$ cat src/rtl/mem_port_arbiter.sv
// Two-requester arbiter for a single memory port: host loader (0) and compute engine (1).
// Round-robin on ties, beat-limited grants under contention, and per-requester read-valid return.
module mem_port_arbiter #(
  parameter int AW      = 8,
  parameter int DW      = 16,
  parameter int MAXBEAT = 8
) (
  input  logic          clk,
  input  logic          rst,
  input  logic          req0,
  input  logic          req1,
  input  logic          we0,
  input  logic          we1,
  input  logic [AW-1:0] addr0,
  input  logic [AW-1:0] addr1,
  input  logic [DW-1:0] wdata0,
  input  logic [DW-1:0] wdata1,
  output logic          gnt0,
  output logic          gnt1,
  output logic          mem_en,
  output logic          mem_we,
  output logic [AW-1:0] mem_addr,
  output logic [DW-1:0] mem_wdata,
  input  logic [DW-1:0] mem_rdata,
  output logic          rvalid0,
  output logic          rvalid1,
  output logic [DW-1:0] rdata,
  output logic          busy
);

  localparam int              CW   = $clog2(MAXBEAT) + 1;
  localparam logic [CW-1:0]   MAXC = CW'(MAXBEAT);

  typedef enum logic [1:0] {
    IDLE   = 2'd0,
    GRANT0 = 2'd1,
    GRANT1 = 2'd2
  } state_t;

  state_t        state;
  state_t        nxt;
  logic          last;
  logic [CW-1:0] cnt;
  logic [CW-1:0] cnt_inc;
  logic          beat0_p0;
  logic          beat1_p0;
  logic          beat_p0;
  logic          rvld0_p1;
  logic          rvld1_p1;

  // Beat counter stops at MAXBEAT so an uncontended grant can run forever.
  function automatic logic [CW-1:0] sat_inc(input logic [CW-1:0] c);
    if (c >= MAXC)
      return MAXC;
    return c + CW'(1);
  endfunction

  // Stage p0: beat decode and memory port mux from the granted requester
  always_comb begin
    beat0_p0  = (state == GRANT0) && req0;
    beat1_p0  = (state == GRANT1) && req1;
    beat_p0   = beat0_p0 || beat1_p0;
    mem_en    = beat_p0;
    mem_we    = 1'b0;
    mem_addr  = '0;
    mem_wdata = '0;
    if (beat0_p0) begin
      mem_we    = we0;
      mem_addr  = addr0;
      mem_wdata = wdata0;
    end else if (beat1_p0) begin
      mem_we    = we1;
      mem_addr  = addr1;
      mem_wdata = wdata1;
    end
  end

  assign cnt_inc = sat_inc(cnt);

  always_comb begin
    nxt = state;
    case (state)
      IDLE: begin
        // last==1 means requester 1 was served most recently, so 0 wins a tie
        if (req0 && (!req1 || last))
          nxt = GRANT0;
        else if (req1)
          nxt = GRANT1;
      end
      GRANT0: begin
        if (!req0)
          nxt = req1 ? GRANT1 : IDLE;
        else if (req1 && (cnt_inc == MAXC))
          nxt = GRANT1;
      end
      GRANT1: begin
        if (!req1)
          nxt = req0 ? GRANT0 : IDLE;
        else if (req0 && (cnt_inc == MAXC))
          nxt = GRANT0;
      end
      default: nxt = IDLE;
    endcase
  end

  always_ff @(posedge clk or posedge rst) begin
    if (rst) begin
      state <= IDLE;
      gnt0  <= 1'b0;
      gnt1  <= 1'b0;
      last  <= 1'b1;
      cnt   <= '0;
    end else begin
      state <= nxt;
      gnt0  <= (nxt == GRANT0);
      gnt1  <= (nxt == GRANT1);
      if ((nxt != state) && (nxt != IDLE)) begin
        last <= (nxt == GRANT1);
        cnt  <= '0;
      end else if (beat_p0) begin
        cnt <= cnt_inc;
      end
    end
  end

  // Stage p1: read return, tagged by the requester that issued the read beat
  always_ff @(posedge clk or posedge rst) begin
    if (rst) begin
      rvld0_p1 <= 1'b0;
      rvld1_p1 <= 1'b0;
    end else begin
      rvld0_p1 <= beat0_p0 && !we0;
      rvld1_p1 <= beat1_p0 && !we1;
    end
  end

  assign rvalid0 = rvld0_p1;
  assign rvalid1 = rvld1_p1;
  assign rdata   = mem_rdata;
  assign busy    = gnt0 | gnt1;

endmodule

$ cat config.mk
export PLATFORM = sky130hd
export DESIGN_NAME = mem_port_arbiter
export DESIGN_NICKNAME = d
export VERILOG_FILES = /design/src/rtl/mem_port_arbiter.sv
export SDC_FILE = /design/constraint.sdc
export NUM_CORES = 1
export LEC_CHECK = 0
export ABC_AREA = 1
export ABC_CLOCK_PERIOD_IN_PS = 2900
export BUFFER_PORTS_ARGS = -buffer_cell sky130_fd_sc_hd__buf_4
export CORE_MARGIN = 4
export CORE_UTILIZATION = 36
export DETAILED_ROUTE_END_ITERATION = 7
export GPL_TIMING_DRIVEN = 0
export PLACE_DENSITY = 0.95
export SETUP_SLACK_MARGIN = 0.3
export SYNTH_ARGS = -nofsm -noshare
export SYNTH_HDL_FRONTEND = slang
export SYNTH_SLANG_ARGS = --single-unit
$ cat constraint.sdc
create_clock -name clk -period 2.9 [get_ports clk]
set_input_delay 0.29 -clock clk [delete_from_list [all_inputs] [get_ports clk]]
set_output_delay 0.29 -clock clk [all_outputs]
set_load 0.05 [all_outputs]
# After elaboration in Yosys (flattened, before gate mapping)
# Index checks and enable logic that the tools add are counted.
[word_totals]
ff_bits = 11
inputBits = 70
out_inout_bits = 47
wordCells = 52
[classes]
n_addsub = 1
order_cmp = 1
eq_ne = 6
muxes = 20
bitwise_logic = 1
n_reduce_logical = 16
[op_table]
columns = ["cell", "count"]
rows = [
  ["$mux W16", 2],
  ["$mux W4", 4],
  ["$mux W8", 2],
  ["$mux W2", 7],
  ["$logic_and A1 B1 Y1", 8],
  ["$pmux W2 S3", 1],
  ["$add A4 B1 Y4 const B", 1],
  ["$eq A2 B1 Y1 const B", 2],
  ["$eq A2 B2 Y1 const B", 2],
  ["$eq A4 B4 Y1 const B", 1],
  ["$ge A4 B4 Y1 const B", 1],
  ["$mux W1", 4],
  ["$reduce_bool A2 Y1", 2],
  ["$logic_not A1 Y1", 3],
  ["$logic_not A2 Y1", 1],
  ["$logic_or A1 B1 Y1", 2],
  ["$ne A2 B2 Y1", 1],
  ["$or A1 B1 Y1", 1],
]

# Logic depth before layout (Yosys ltp)
[depth]
word_depth = 11
depth_mapped = 12
ltp_nobuf = 12

# Worst setup path before layout
# OpenSTA, ideal clock, no wires.
[synth_timing]
path_kind = "flip-flop to output port"
from = "register state[0]"
to = "output port mem_addr[3]"
t_arrival_ns = 1.391
required_ns = 2.610
slack_ns = 1.219
stages_incl_launch_ff = 6
n_path_buf = 1
path_cell_list = "dfrtp_1 -> nor2_1 -> inv_2 -> nor2_8 -> buf_2 -> a22o_1"
[synth_between]
elab_chain_len = 4
word_cells_on_any_way = 6
cone_classes = "2 x eq/ne; 2 x mux; 2 x reduce/logical"
[synth_rtl]
columns = ["item", "line_no", "rtl"]
rows = [
  ["start: declaration", "40", "state_t state;"],
  ["start signal: assignment", "114", "state <= nxt;"],
  ["$eq A2 B2 Y1", "61", "beat1_p0 = (state == GRANT1) && req1;"],
  ["$logic_and A1 B1 Y1", "61", ""],
  ["$mux W8", "71", "end else if (beat1_p0) begin"],
  ["$mux W8 (*)", "67", "if (beat0_p0) begin"],
  ["end: declaration", "22", "output logic [AW-1:0] mem_addr,"],
]
# Mark *: on every way between the ends. The rest lies on a longest branch, timed or not.

# Final worst setup path
[layout_timing]
from = "register state[0]"
to = "output port mem_wdata[1]"
[layout_between]
elab_chain_len = 4
word_cells_on_any_way = 6
cone_classes = "2 x eq/ne; 2 x mux; 2 x reduce/logical"
[layout_rtl]
columns = ["item", "line_no", "rtl"]
rows = [
  ["$eq A2 B2 Y1", "61", ""],
  ["$logic_and A1 B1 Y1", "61", ""],
  ["$mux W16", "71", ""],
  ["$mux W16 (*)", "67", ""],
  ["end: declaration", "23", "output logic [DW-1:0] mem_wdata,"],
]
# Marked as above.

==> impl_results.html <==
<table>
<tr><th>Metric</th><th>Value</th></tr>
<tr><th colspan="2">Outcome</th></tr>
<tr><td>Outcome</td><td>completed</td></tr>
<tr><th colspan="2">Place</th></tr>
<tr><td>Buffers added on ports</td><td>100</td></tr>
<tr><td>Half-perimeter wire length after detailed placement</td><td>3230 um</td></tr>
<tr><td>Global placer's final weighted congestion</td><td>0.780</td></tr>
<tr><td>Post-Place Cells</td><td>roughly 250</td></tr>
<tr><th colspan="2">Drt</th></tr>
<tr><td>Number of detailed-route iterations in the first pass</td><td>4</td></tr>
<tr><td>Final routed wire length divided by cell count</td><td>roughly 14 um</td></tr>
<tr><td>DR vias/cell</td><td>4.79</td></tr>
<tr><td>Vias</td><td>1231</td></tr>
<tr><td>Final Routed Wirelength</td><td>3670 um</td></tr>
<tr><td>Number of DRC markers in iteration 0</td><td>66</td></tr>
<tr><td>Number of antenna-violating nets in the routed design</td><td>0</td></tr>
<tr><td>Residual DRC count</td><td>0</td></tr>
<tr><th colspan="2">Synthesis</th></tr>
<tr><td>Post-Syn Area</td><td>~990 um2</td></tr>
<tr><td>Post-synthesis net count</td><td>~200</td></tr>
<tr><td>Number of cells produced by synthesis</td><td>123</td></tr>
<tr><td>Unique masters post-synth</td><td>24</td></tr>
<tr><td>Yosys warning count</td><td>0</td></tr>
<tr><td>Portion of the post-synthesis area used by sequential elements</td><td>between 20% and 30%</td></tr>
<tr><td>Register bit total from synthesis</td><td>11</td></tr>
<tr><td>Synth Area per Inst</td><td>slightly above 8 um2</td></tr>
<tr><th colspan="2">Global routing</th></tr>
<tr><td>Number of global-route vias before repair</td><td>approximately 1100</td></tr>
<tr><td>Antenna violations before repair</td><td>0</td></tr>
<tr><td>Overall routing resource usage</td><td>between 15 and 20%</td></tr>
<tr><td>Grt ovf</td><td>0</td></tr>
<tr><td>First-pass GRT wire length</td><td>4800 um</td></tr>
<tr><td>Pin count of the biggest net entering global routing</td><td>12</td></tr>
<tr><th colspan="2">STA</th></tr>
<tr><td>Normalized max-slew margin</td><td>about three quarters</td></tr>
<tr><td>Post-Route Setup TNS</td><td>0 ns</td></tr>
<tr><td>Worst slew pin tran</td><td>0.390 ns</td></tr>
<tr><td>Setup repair after global routing missed its margin</td><td>no</td></tr>
<tr><td>Max-slew violation count</td><td>0</td></tr>
<tr><td>Final hold vios</td><td>0</td></tr>
<tr><td>Worst slack on hold paths</td><td>around 0.0033 ns</td></tr>
<tr><td>Shortest period the worst path allows</td><td>1.99 ns</td></tr>
<tr><td>Max Clock Skew</td><td>~0.0037 ns</td></tr>
<tr><td>F_max</td><td>0.502 GHz</td></tr>
<tr><td>Setup violations, final</td><td>0</td></tr>
<tr><td>Part of the cycle the worst path needs</td><td>between 60% and 70%</td></tr>
<tr><th colspan="2">Clock network</th></tr>
<tr><td>Gates resized, CTS repair</td><td>0</td></tr>
<tr><td>Num CTS Buffers</td><td>3</td></tr>
<tr><td>Hold bufs inserted after CTS</td><td>0</td></tr>
<tr><td>CTS Root Buffer Type</td><td>clkbuf_4</td></tr>
<tr><td>Reg clk slew, reported paths</td><td>around 0.060 ns</td></tr>
<tr><td>Worst-skew pair later-pin latency</td><td>between 0.2 and 0.3 ns</td></tr>
<tr><td>Post-CTS setup buffers</td><td>0</td></tr>
<tr><td>CTS tree</td><td>built</td></tr>
<tr><td>Deepest clock path buffer count</td><td>2</td></tr>
<tr><td>H-tree lvl count</td><td>1</td></tr>
<tr><td>CTS sink count</td><td>11</td></tr>
<tr><th colspan="2">Die</th></tr>
<tr><td>Die outline area</td><td>3660 um2</td></tr>
<tr><td>Die Y</td><td>60.5 um</td></tr>
<tr><td>Die boundary width</td><td>around 60 um</td></tr>
<tr><td>Number of top-level design ports</td><td>117</td></tr>
<tr><td>Core Footprint</td><td>~2500 um2</td></tr>
<tr><td>Row count</td><td>18</td></tr>
<tr><td>Effective utilization at floorplan</td><td>approximately two fifths</td></tr>
<tr><th colspan="2">Setup path</th></tr>
<tr><td>CP Max Fanout</td><td>10</td></tr>
<tr><td>Startpoint kind of the worst setup timing path</td><td>flop</td></tr>
<tr><td>Worst R2R Path Depth</td><td>12</td></tr>
<tr><td>Worst endpoint required time</td><td>between 2 and 3 ns</td></tr>
<tr><td>Endpoint type of the worst setup path</td><td>output pin</td></tr>
<tr><td>Kind of critical path</td><td>reg2out</td></tr>
<tr><td>Critical path data arrival time</td><td>between 1.5 and 2 ns</td></tr>
<tr><th colspan="2">Final layout</th></tr>
<tr><td>Number of nets in the final layout</td><td>300</td></tr>
<tr><td>Antenna diode count</td><td>0</td></tr>
<tr><td>Core utilization of the finished layout</td><td>70.9%</td></tr>
<tr><td>Final Instance Count excl. Fillers</td><td>257</td></tr>
<tr><td>Share of layout cells above drive strength 1</td><td>around 60%</td></tr>
<tr><td>Synthesis-to-layout area growth</td><td>82.2%</td></tr>
<tr><th colspan="2">Pwr</th></tr>
<tr><td>Max VDD drop</td><td>0.646 mV</td></tr>
<tr><td>Power density of the placed cells</td><td>slightly above 800 nW/um2</td></tr>
<tr><td>Static leakage power</td><td>0.00105 uW</td></tr>
<tr><th colspan="2">Worst hold path</th></tr>
<tr><td>Hold Crit Class</td><td>in2async</td></tr>
<tr><th colspan="2">Flow run</th></tr>
<tr><td>Max-capacitance violation count</td><td>0</td></tr>
</table>
## synthesized netlist by cell type, drive strengths merged
master | number | area [um2]
o21bai | 1 | 7.51
ha | 2 | 25.0
dfstp | 1 | 26.3
a21oi | 3 | 26.3
o21ai | 1 | 8.76
nor3 | 2 | 10.0
or2 | 1 | 6.26
nand3 | 6 | 40.0
buf | 20 | 140
dfrtp | 10 | 250
a41oi | 1 | 8.76
inv | 12 | 45.1
nor2 | 12 | 68.8
a22o | 24 | 210
o211ai | 1 | 7.51
nand2 | 26 | 110
## layout make-up
cell class,count,area [um2]
repair buffers,100,751
fillers,215,739
multi-input cells,80,529
flip-flops and latches,11,277
plain buffers,20,140
inverters,12,45.0
well taps,30,37.5
clock buffers,4,26.3
## metrics by stage
step                cell area [um2]  power [uW]  worst slack, ns
floorplan                       991        1040             1.22
finish                         1810        1460            0.907
detailed placement             1780        1360             1.19
global placement               1780        1350             1.21
global route                   1810        1540            0.824
CTS                            1810        1470            0.899
## routing by layer
layer  GRT usage [%]  vias to the layer above  wire length (um)
met5               0                        -                 0
met4            4.02                        0                48
met3            6.17                        6               460
met2            31.6                       72              1930
met1            19.7                      537              1230
li1                -                      616                 -
## state kept, by name, indices dropped and copies added, names as in the netlist
register and count:
cnt 4, state 2, gnt0 1, gnt1 1, last 1, rvalid0 1
rvalid1 1
## power breakdown
group / switching (uW) / total [uW] / internal [uW]
clock: 45.5 / 98.6 / 53.1
combinational: 733 / 1100 / 371
sequential: 46.3 / 253 / 207
total: 825 / 1460 / 630
## final timing paths
check | start | end | slack, ns
max in group asynchronous | rst | last | 2.58
worst max register to register | cnt[0] | cnt[3] | 1.15
worst max-delay path | state[0] | mem_wdata[1] | 0.91
min in group clk | we0 | rvalid0 | 0.17
worst min-delay path | rst | gnt0 | 0.003
worst min register to register | last | last | 0.49
## critical path: stages (launching register included)
cell     delay (ns)
dfrtp_1        0.45
nor2_1         0.16
inv_2          0.08
nor2_8         0.14
buf_2          0.23
a22o_1         0.17
buf_4          0.21
## cell usage in the layout (no fill, tap or decap)
| cell type | count |
|---|---|
| o211ai_1 | 1 |
| o21ai_2 | 1 |
| nand3_1 | 4 |
| nor2_8 | 1 |
| dfstp_2 | 1 |
| or2_2 | 1 |
| ha_1 | 2 |
| a21oi_1 | 2 |
| clkbuf_1 | 1 |
| a22o_1 | 24 |
| buf_4 | 116 |
| nor2_4 | 1 |
| nor2_1 | 10 |
| inv_2 | 5 |
| nand2_1 | 23 |
| nand2_2 | 2 |
| buf_2 | 4 |
| dfrtp_1 | 10 |
| nand3_2 | 2 |
| a21oi_4 | 1 |
| clkbuf_4 | 3 |
| inv_1 | 7 |
| o21bai_1 | 1 |
| nand2_4 | 1 |
| a41oi_1 | 1 |
| nor3_1 | 2 |
## cells by family (layout without fill, tap and decap cells)
logic type | Yosys count | after routing | synth area share (%)
adders and majority gates | 2 | 2 | 2.52
DFF | 11 | 11 | 27.9
AOI/OAI and AO/OA | 31 | 31 | 27.1
and+or+nand+nor | 47 | 47 | 23.7
buffers and inverters | 32 | 136 | 18.7
No activity file was read; power rests on OpenSTA's default activity.
